`config.mk`:
```
export PLATFORM = sky130hd
export DESIGN_NAME = mem_port_arbiter
export DESIGN_NICKNAME = d
export VERILOG_FILES = /design/src/rtl/mem_port_arbiter.sv
export SDC_FILE = /design/constraint.sdc
export NUM_CORES = 1
export LEC_CHECK = 0
export CORE_ASPECT_RATIO = 0.7
export CORE_UTILIZATION = 42
export CTS_CLUSTER_SIZE = 20
export DETAILED_ROUTE_END_ITERATION = 10
export HOLD_SLACK_MARGIN = 0.15
export PLACE_DENSITY = 0.88
export SLEW_MARGIN = 20
export SYNTH_ARGS = -nofsm -noshare
export SYNTH_HDL_FRONTEND = slang
export SYNTH_SLANG_ARGS = --single-unit
```
`constraint.sdc`:
```
create_clock -name clk -period 10.02 [get_ports clk]
set_input_delay 1.002 -clock clk [delete_from_list [all_inputs] [get_ports clk]]
set_output_delay 1.002 -clock clk [all_outputs]
set_load 0.005 [all_outputs]
```
`src/rtl/mem_port_arbiter.sv`:
```
`default_nettype none
// ============================================================================
//  Module   : mem_port_arbiter
//  Purpose  : Shares one single-port unified memory between the instruction
//             fetch (IF) and load/store (MEM) stages. One transaction runs at
//             a time. Completion is reported as a one-cycle done pulse.
//             Squashed fetches are dropped. Each access is bounded by a
//             timeout.
//  Ports    : clk, reset (async, active-high)
//             if_*  : fetch requester  (req/addr/flush -> rdata/done/stall)
//             d_*   : data requester   (req/we/addr/wdata/wstrb -> rdata/done/stall)
//             mem_* : registered memory request, mem_ready/mem_rdata back
//             bus_err : one-cycle pulse when an access is aborted by timeout
//  Revision : 1.0  initial release
// ============================================================================
module mem_port_arbiter #(
    parameter int AW      = 32,
    parameter int DW      = 32,
    parameter int TIMEOUT = 16
) (
    input  logic            clk,
    input  logic            reset,
    input  logic            if_req,
    input  logic [AW-1:0]   if_addr,
    input  logic            if_flush,
    output logic [DW-1:0]   if_rdata,
    output logic            if_done,
    output logic            if_stall,
    input  logic            d_req,
    input  logic            d_we,
    input  logic [AW-1:0]   d_addr,
    input  logic [DW-1:0]   d_wdata,
    input  logic [DW/8-1:0] d_wstrb,
    output logic [DW-1:0]   d_rdata,
    output logic            d_done,
    output logic            d_stall,
    output logic            mem_req,
    output logic            mem_we,
    output logic [AW-1:0]   mem_addr,
    output logic [DW-1:0]   mem_wdata,
    output logic [DW/8-1:0] mem_wstrb,
    input  logic            mem_ready,
    input  logic [DW-1:0]   mem_rdata,
    output logic            bus_err
);

    localparam int SW = DW / 8;
    localparam int CW = (TIMEOUT > 1) ? $clog2(TIMEOUT + 1) : 1;
    // Counter value seen in the last BUSY cycle allowed before abort.
    localparam logic [CW-1:0] C_TMO_LAST = CW'((TIMEOUT > 0) ? TIMEOUT - 1 : 0);

    typedef enum logic [2:0] {
        S_IDLE   = 3'd0,
        S_BUSY_I = 3'd1,
        S_BUSY_D = 3'd2,
        S_RESP_I = 3'd3,
        S_RESP_D = 3'd4
    } state_t;

    state_t          r_state;
    state_t          w_state_nxt;
    logic            r_last_data;   // 1: previous grant went to data port
    logic            r_drop;        // current fetch was squashed
    logic [CW-1:0]   r_tmo_cnt;
    logic [DW-1:0]   r_rdata;

    logic            w_if_ok;
    logic            w_busy;
    logic            w_tmo;
    logic            w_grant_i;
    logic            w_grant_d;
    logic            w_ready_hit;
    logic            w_tmo_hit;

    // A fetch flushed in the same cycle is already dead; never grant it.
    assign w_if_ok = if_req & ~if_flush;
    assign w_busy  = (r_state == S_BUSY_I) || (r_state == S_BUSY_D);
    assign w_tmo   = (TIMEOUT != 0) && (r_tmo_cnt >= C_TMO_LAST);

    // ------------------------------------------------------------------
    // State register
    // ------------------------------------------------------------------
    always_ff @(posedge clk or posedge reset) begin
        if (reset) begin
            r_state <= S_IDLE;
        end else begin
            r_state <= w_state_nxt;
        end
    end

    // ------------------------------------------------------------------
    // Next-state and transaction events
    // ------------------------------------------------------------------
    always_comb begin
        w_state_nxt = r_state;
        w_grant_i   = 1'b0;
        w_grant_d   = 1'b0;
        w_ready_hit = 1'b0;
        w_tmo_hit   = 1'b0;
        case (r_state)
            S_IDLE: begin
                // Data has priority unless it won last time (alternation).
                if (d_req && (!w_if_ok || !r_last_data)) begin
                    w_grant_d   = 1'b1;
                    w_state_nxt = S_BUSY_D;
                end else if (w_if_ok) begin
                    w_grant_i   = 1'b1;
                    w_state_nxt = S_BUSY_I;
                end
            end
            S_BUSY_I, S_BUSY_D: begin
                if (mem_ready) begin
                    w_ready_hit = 1'b1;
                    w_state_nxt = (r_state == S_BUSY_I) ? S_RESP_I : S_RESP_D;
                end else if (w_tmo) begin
                    w_tmo_hit   = 1'b1;
                    w_state_nxt = (r_state == S_BUSY_I) ? S_RESP_I : S_RESP_D;
                end
            end
            // Requester's old req is still visible here, so no grant.
            S_RESP_I, S_RESP_D: w_state_nxt = S_IDLE;
            default:            w_state_nxt = S_IDLE;
        endcase
    end

    // ------------------------------------------------------------------
    // Memory request, captured data, bookkeeping
    // ------------------------------------------------------------------
    always_ff @(posedge clk or posedge reset) begin
        if (reset) begin
            mem_req     <= 1'b0;
            mem_we      <= 1'b0;
            mem_addr    <= '0;
            mem_wdata   <= '0;
            mem_wstrb   <= '0;
            r_rdata     <= '0;
            bus_err     <= 1'b0;
            r_last_data <= 1'b0;
            r_drop      <= 1'b0;
            r_tmo_cnt   <= '0;
        end else begin
            bus_err <= w_tmo_hit;
            if (w_grant_d) begin
                mem_req     <= 1'b1;
                mem_we      <= d_we;
                mem_addr    <= d_addr;
                mem_wdata   <= d_wdata;
                mem_wstrb   <= d_we ? d_wstrb : {SW{1'b0}};
                r_last_data <= 1'b1;
                r_tmo_cnt   <= '0;
            end else if (w_grant_i) begin
                mem_req     <= 1'b1;
                mem_we      <= 1'b0;
                mem_addr    <= if_addr;
                mem_wdata   <= '0;
                mem_wstrb   <= '0;
                r_last_data <= 1'b0;
                r_tmo_cnt   <= '0;
            end else if (w_ready_hit) begin
                mem_req <= 1'b0;
                r_rdata <= mem_we ? '0 : mem_rdata;
            end else if (w_tmo_hit) begin
                mem_req <= 1'b0;
                r_rdata <= '0;
            end else if (w_busy && !(&r_tmo_cnt)) begin
                r_tmo_cnt <= r_tmo_cnt + 1'b1;
            end

            if (w_state_nxt == S_IDLE) begin
                r_drop <= 1'b0;
            end else if (if_flush && ((r_state == S_BUSY_I) || (r_state == S_RESP_I))) begin
                r_drop <= 1'b1;
            end
        end
    end

    // ------------------------------------------------------------------
    // Requester responses. A flush arriving in the response cycle itself
    // must also suppress the done pulse, hence the direct if_flush term.
    // ------------------------------------------------------------------
    assign if_done  = (r_state == S_RESP_I) & ~r_drop & ~if_flush & if_req;
    assign d_done   = (r_state == S_RESP_D) & d_req;
    assign if_rdata = if_done ? r_rdata : '0;
    assign d_rdata  = d_done ? r_rdata : '0;
    assign if_stall = if_req & ~if_done;
    assign d_stall  = d_req & ~d_done;

endmodule
`default_nettype wire

```
Word-level counts from Yosys, hierarchy flattened
Index checks and enable logic that the tools add are counted.
Cells by class
  add/subtract/negate cells: 1
  magnitude comparators: 1
  equality and inequality tests: 6
  mux-type cells: 42
  bitwise logic cells: 13
  reduce and logical (&&, ||, !) cells: 20
Operator list (count)
  32-bit two-way mux: 9
  5-bit two-way mux: 5
  1-bit two-way mux: 19
  3-bit two-way mux: 5
  4-bit two-way mux: 3
  1-bit AND: 7
  3-bit by 2-bit == test with 1-bit output (second input constant): 2
  3-bit zero test: 2
  3-bit != test (second input constant): 2
  1-bit inverter: 6
  3-bit one-hot mux with 2 select lines: 1
  3-bit AND reduction: 2
  2-bit nonzero test: 3
  5-bit by 1-bit adder with 5-bit output (second input constant): 1
  5-bit by 4-bit >= comparator with 1-bit output (second input constant): 1
  5-bit AND reduction: 1
  4-bit nonzero test: 1
  3-bit by 1-bit == test with 1-bit output (second input constant): 1
  3-bit == test (second input constant): 1
  1-bit logical AND: 3
  1-bit zero test: 3
  1-bit logical OR: 3
  3-bit nonzero test: 1
  2-bit OR reduction: 1
Word-level totals
  bits in registers: 113
  bits of input ports: 139
  output and inout bits: 139
  word-level logic and storage cells: 94

Logic depth before layout (Yosys ltp)
  depth in word-level cells: 9
  gate-level depth with buffers: 8
  depth with buffers taken out: 7

Least setup slack after synthesis
OpenSTA, ideal clock, no wires.
  kind: input port to output port
  start: input port d_req
  end: output port d_rdata[22]
  arrival: 1.848 ns
  required time: 9.018 ns
  slack: 7.170 ns
  cell stages on the path: 4
  path buffers: 2
  cell sequence: clkbuf_1 and3_1 clkbuf_1 and2_1
Between the ends
  cells in the longest elaborated chain, start to end: 2
RTL lines
  from (decl): line 29  | input logic d_req,
  1-bit AND: line 182  | assign d_done = (r_state == S_RESP_D) & d_req;
  via d_done: line 35  | output logic d_done,
  32-bit two-way mux: line 184  | assign d_rdata = d_done ? r_rdata : '0;
  to (decl): line 34  | output logic [DW-1:0] d_rdata,
The timed path passes the listed nets, and every way through them passes these cells.

Worst setup path after layout
  start: input port d_req
  end: output port d_rdata[28]
Between the ends
  cells in the longest elaborated chain, start to end: 2
RTL lines (line)
  1-bit AND: 182
  32-bit two-way mux: 184
Every way passes these cells.

==> metrics.md <==
| Metric | Value |
|---|---|
| Internal power | `1.49 mW` |
| Top cell family by delay on the critical path | `buffers and inverters` |
| Sw frac | `0.319` |
| Setup TNS Final | `0 ns` |
| Register bit total from synthesis | `between 100 and 150` |
| Post-Syn Instances | `approximately 440` |
| Hold Crit Start | `mem_addr[22]` |
| Yosys top cell area share | `0.561` |
| PwrDens | `about 260 mW/mm2` |
| Iteration-0 DRC Markers | `between 200 and 300` |
| Sequential share of the synthesized area | `0.561` |
| Drt total wl | `14.3 mm` |
| Adder-cell area share of the yosys netlist | `0.00745` |
| Clock transition at path regs | `about 0.05 ns` |
| Pre-antenna DRT Iters | `4` |
| Peak supply drop | `approximately 140 uV` |
| DIE WIDTH | `133 um` |
| Reg power frac | `0.362` |
| Starting Density | `0.431` |
| CP max-delay cell | `and3_1` |
| Largest family of logic cells by synthesized area | `compound AO/OA/AOI/OAI gates` |
| Post-synthesis xor/xnor area fraction | `0.00174` |
| Simple-Gate Fraction of Synth Area | `0.145` |
| Most used cell, CP | `clkdlybuf4s50_1` |
| Grt ovf | `0` |
| Fmax | `234 MHz` |
| Synthesized area per cell | `11.5 um2` |
| Hold_buf cts | `0` |
| Post-Syn Area | `0.00504 mm2` |
| CP max FO | `33` |
| Lkg Pwr | `3.61 nW` |
| Clock power share | `0.256` |
| First-pass GRT wire length | `22.2 mm` |
| Slew Limit Fails | `0` |
| Diodes inserted | `0` |
| Wire length per cell | `about 16 um` |
| Core area | `0.0117 mm2` |
| Reg-to-Reg Start | `r_state[0]` |
| Most frequent cell after synthesis | `dfrtp_1` |
| Max-cap violation count | `0` |
| Net Count, Synth | `580` |
| Tot GR Track Use | `0.231` |
| RSZ-0062 raised after global routing | `false` |
| Syn. warnings | `0` |
| CTS tree | `done` |
| Quantity of gates resized following cts | `0` |
| Compound-cell area share of the yosys netlist | `0.171` |
| Vias in the first global route | `4369` |
| Initial antenna violation count | `0` |
| Share of layout cells above drive strength 1 | `0.0614` |
| Final hold violation count | `0` |
| Worst-Skew Late Latency | `0.40 ns` |
| Filler Cell Count | `808` |
| Worst EP required | `9.02 ns` |
| IO Pins | `278` |
| Via count | `4391` |
| Combinational power share | `0.382` |
| Startpoint types | `input port` |
| Ys flop type | `dfrtp_1` |
| H-tree depth | `4` |
| Post-synthesis mux area share | `0.0696` |
| Layout Area Growth over Synthesis | `67.1%` |
| Synth top area cells | `dfrtp_1 (56%), a22o_1 (11%), and2_1 (8.1%), mux2i_1 (7.0%), nand2_1 (3.1%)` |
| DR DRC count | `0` |
| Crit-path max cell delay | `between 0.8 and 0.9 ns` |
| Psw | `0.697 mW` |
| CTS Buffer Depth | `2` |
| Worst-case clock skew | `0.0126 ns` |
| Post-CTS Setup Bufs | `0` |
| CP Buf/Inv Count | `2` |
| Worst-margin pin slew | `between 1 and 1.5 ns` |
| Final Util | `0.720` |
| Height of the die | `93.6 um` |
| Crit. End Element | `output port` |
| IO buf count | `277` |
| Sink Count | `~110` |
| Top post-synthesis cells by count | `dfrtp_1 (113), a22o_1 (65), and2_1 (65)` |
| Number of enable flip-flop cells after synthesis | `0` |
| Nets@finish | `846` |
| GP Congestion | `around 0.85` |
| Die area | `0.0124 mm2` |
| Tcrit/Tclk final | `0.426` |
| Worst hold path class | `flop to flop` |
| Num CTS Buffers | `17` |
| Outcome | `completed` |
| Worst path cell trace | `clkdlybuf4s50_1, and3_1, and2_1, clkdlybuf4s50_1` |
| Async S/R FF share, synth | `1.00` |
| Largest net degree at the start of global routing | `110` |
| Tmin final | `4.27 ns` |
| Worst Setup SP | `d_req` |
| Worst EP arrival | `3.27 ns` |
| Yosys cell types | `36` |
| Critical path class | `input port to output port` |
| Final setup vio count | `0` |
| Largest area contributor in the netlist | `dfrtp_1` |
| Root buf cell | `clkbuf_16` |
| DP HPWL | `10.3 mm` |
| Slew headroom | `0.319` |
| Post-route ant nets | `0` |
| # rows | `33` |
| Vias per cell | `5.02` |
-- area by class of cell --
cell class	count	area (um2)	share of cell area
Sequential cell	113	2830	0.336
Timing Repair Buffer	281	2810	0.333
Multi-Input combinational cell	286	2000	0.238
Clock buffer	17	425	0.0505
Tap cell	157	196	0.0233
Clock inverter	15	135	0.0161
Inverter	5	21.3	0.00253
-- logic make-up (layout without fill, tap and decap cells) --
| kind of cell | count (synthesis) | count (layout) |
|---|---|---|
| AOI/OAI and AO/OA | 114 | 114 |
| xor gates and xnor gates | 1 | 1 |
| adders and majority gates | 3 | 3 |
| buffers and inverters | 39 | 318 |
| DFF | 113 | 113 |
| muxes | 35 | 35 |
| and+or+nand+nor | 133 | 133 |
-- through the flow --
step	std cells	hold WS, ns	power (mW)	instance area (um2)	setup slack [ns]
2_1_floorplan	438	0.446	1.20	5040	6.03
3_3_place_gp	841	0.463	1.59	7850	5.92
3_5_place_dp	842	0.469	1.63	7860	5.79
4_1_cts	874	0.481	2.20	8420	5.77
5_1_grt	874	0.504	2.31	8420	5.64
6_report	874	0.474	2.18	8420	5.75
-- state kept, by name (all words and copies together) (netlist names) --
register     count
r_drop           1
r_state          3
bus_err          1
mem_we           1
mem_wdata       32
mem_req          1
r_last_data      1
mem_addr        32
mem_wstrb        4
r_rdata         32
r_tmo_cnt        5
-- power by group through the flow --
stage,combinational [mW],sequential [mW],clock (mW)
6_report,0.834,0.791,0.558
5_1_grt,0.905,0.818,0.591
4_1_cts,0.843,0.790,0.569
3_5_place_dp,0.841,0.789,0
3_3_place_gp,0.806,0.782,0
2_1_floorplan,0.436,0.768,0
-- path summary, 6_finish.rpt --
kind,slack [ns],to,cells after the start
setup / recovery,5.75,d_rdata[28],4
hold / removal,0.47,mem_addr[22],2
setup reg to reg,7.65,mem_addr[20],4
hold reg to reg,0.47,mem_addr[22],2
max in group asynchronous,7.75,r_rdata[3],3
min in group asynchronous,1.02,mem_wdata[30],2
-- worst reg2reg max path, stage by stage (launching register included) --
cell and delay, ns:
dfrtp_1 0.50, nor3_2 0.35, and3_4 0.91, mux2i_1 0.36
o21ai_0 0.10
-- per-layer routing --
layer / GRT usage / routed length (um) / up-vias
met1: 0.293 / 6100 / 2122
met4: 0.0738 / 134 / 0
met2: 0.395 / 7160 / 174
met3: 0.0499 / 863 / 11
li1: - / - / 2084
met5: 0 / 0 / -
-- layout by cell type (no fill, tap or decap), types with 2 or more instances in the layout --
cell type | synthesis | layout
ha_1 | 3 | 3
nor2_1 | 6 | 6
clkbuf_16 | 0 | 17
and2_1 | 65 | 65
mux2i_1 | 35 | 35
buf_4 | 4 | 3
o21ai_0 | 23 | 23
inv_1 | 5 | 4
and3_1 | 3 | 2
nor2b_1 | 2 | 2
clkinv_2 | 0 | 3
o21ai_1 | 12 | 11
clkdlybuf4s50_1 | 0 | 277
nand3_1 | 3 | 3
nand4_1 | 2 | 2
a21boi_0 | 2 | 2
dfrtp_1 | 113 | 113
clkinv_4 | 0 | 2
a32o_1 | 4 | 4
clkinvlp_4 | 0 | 5
a21oi_1 | 4 | 4
nand2_1 | 42 | 42
inv_6 | 0 | 4
a22o_1 | 65 | 65
Power figures use the tool's default switching activity.
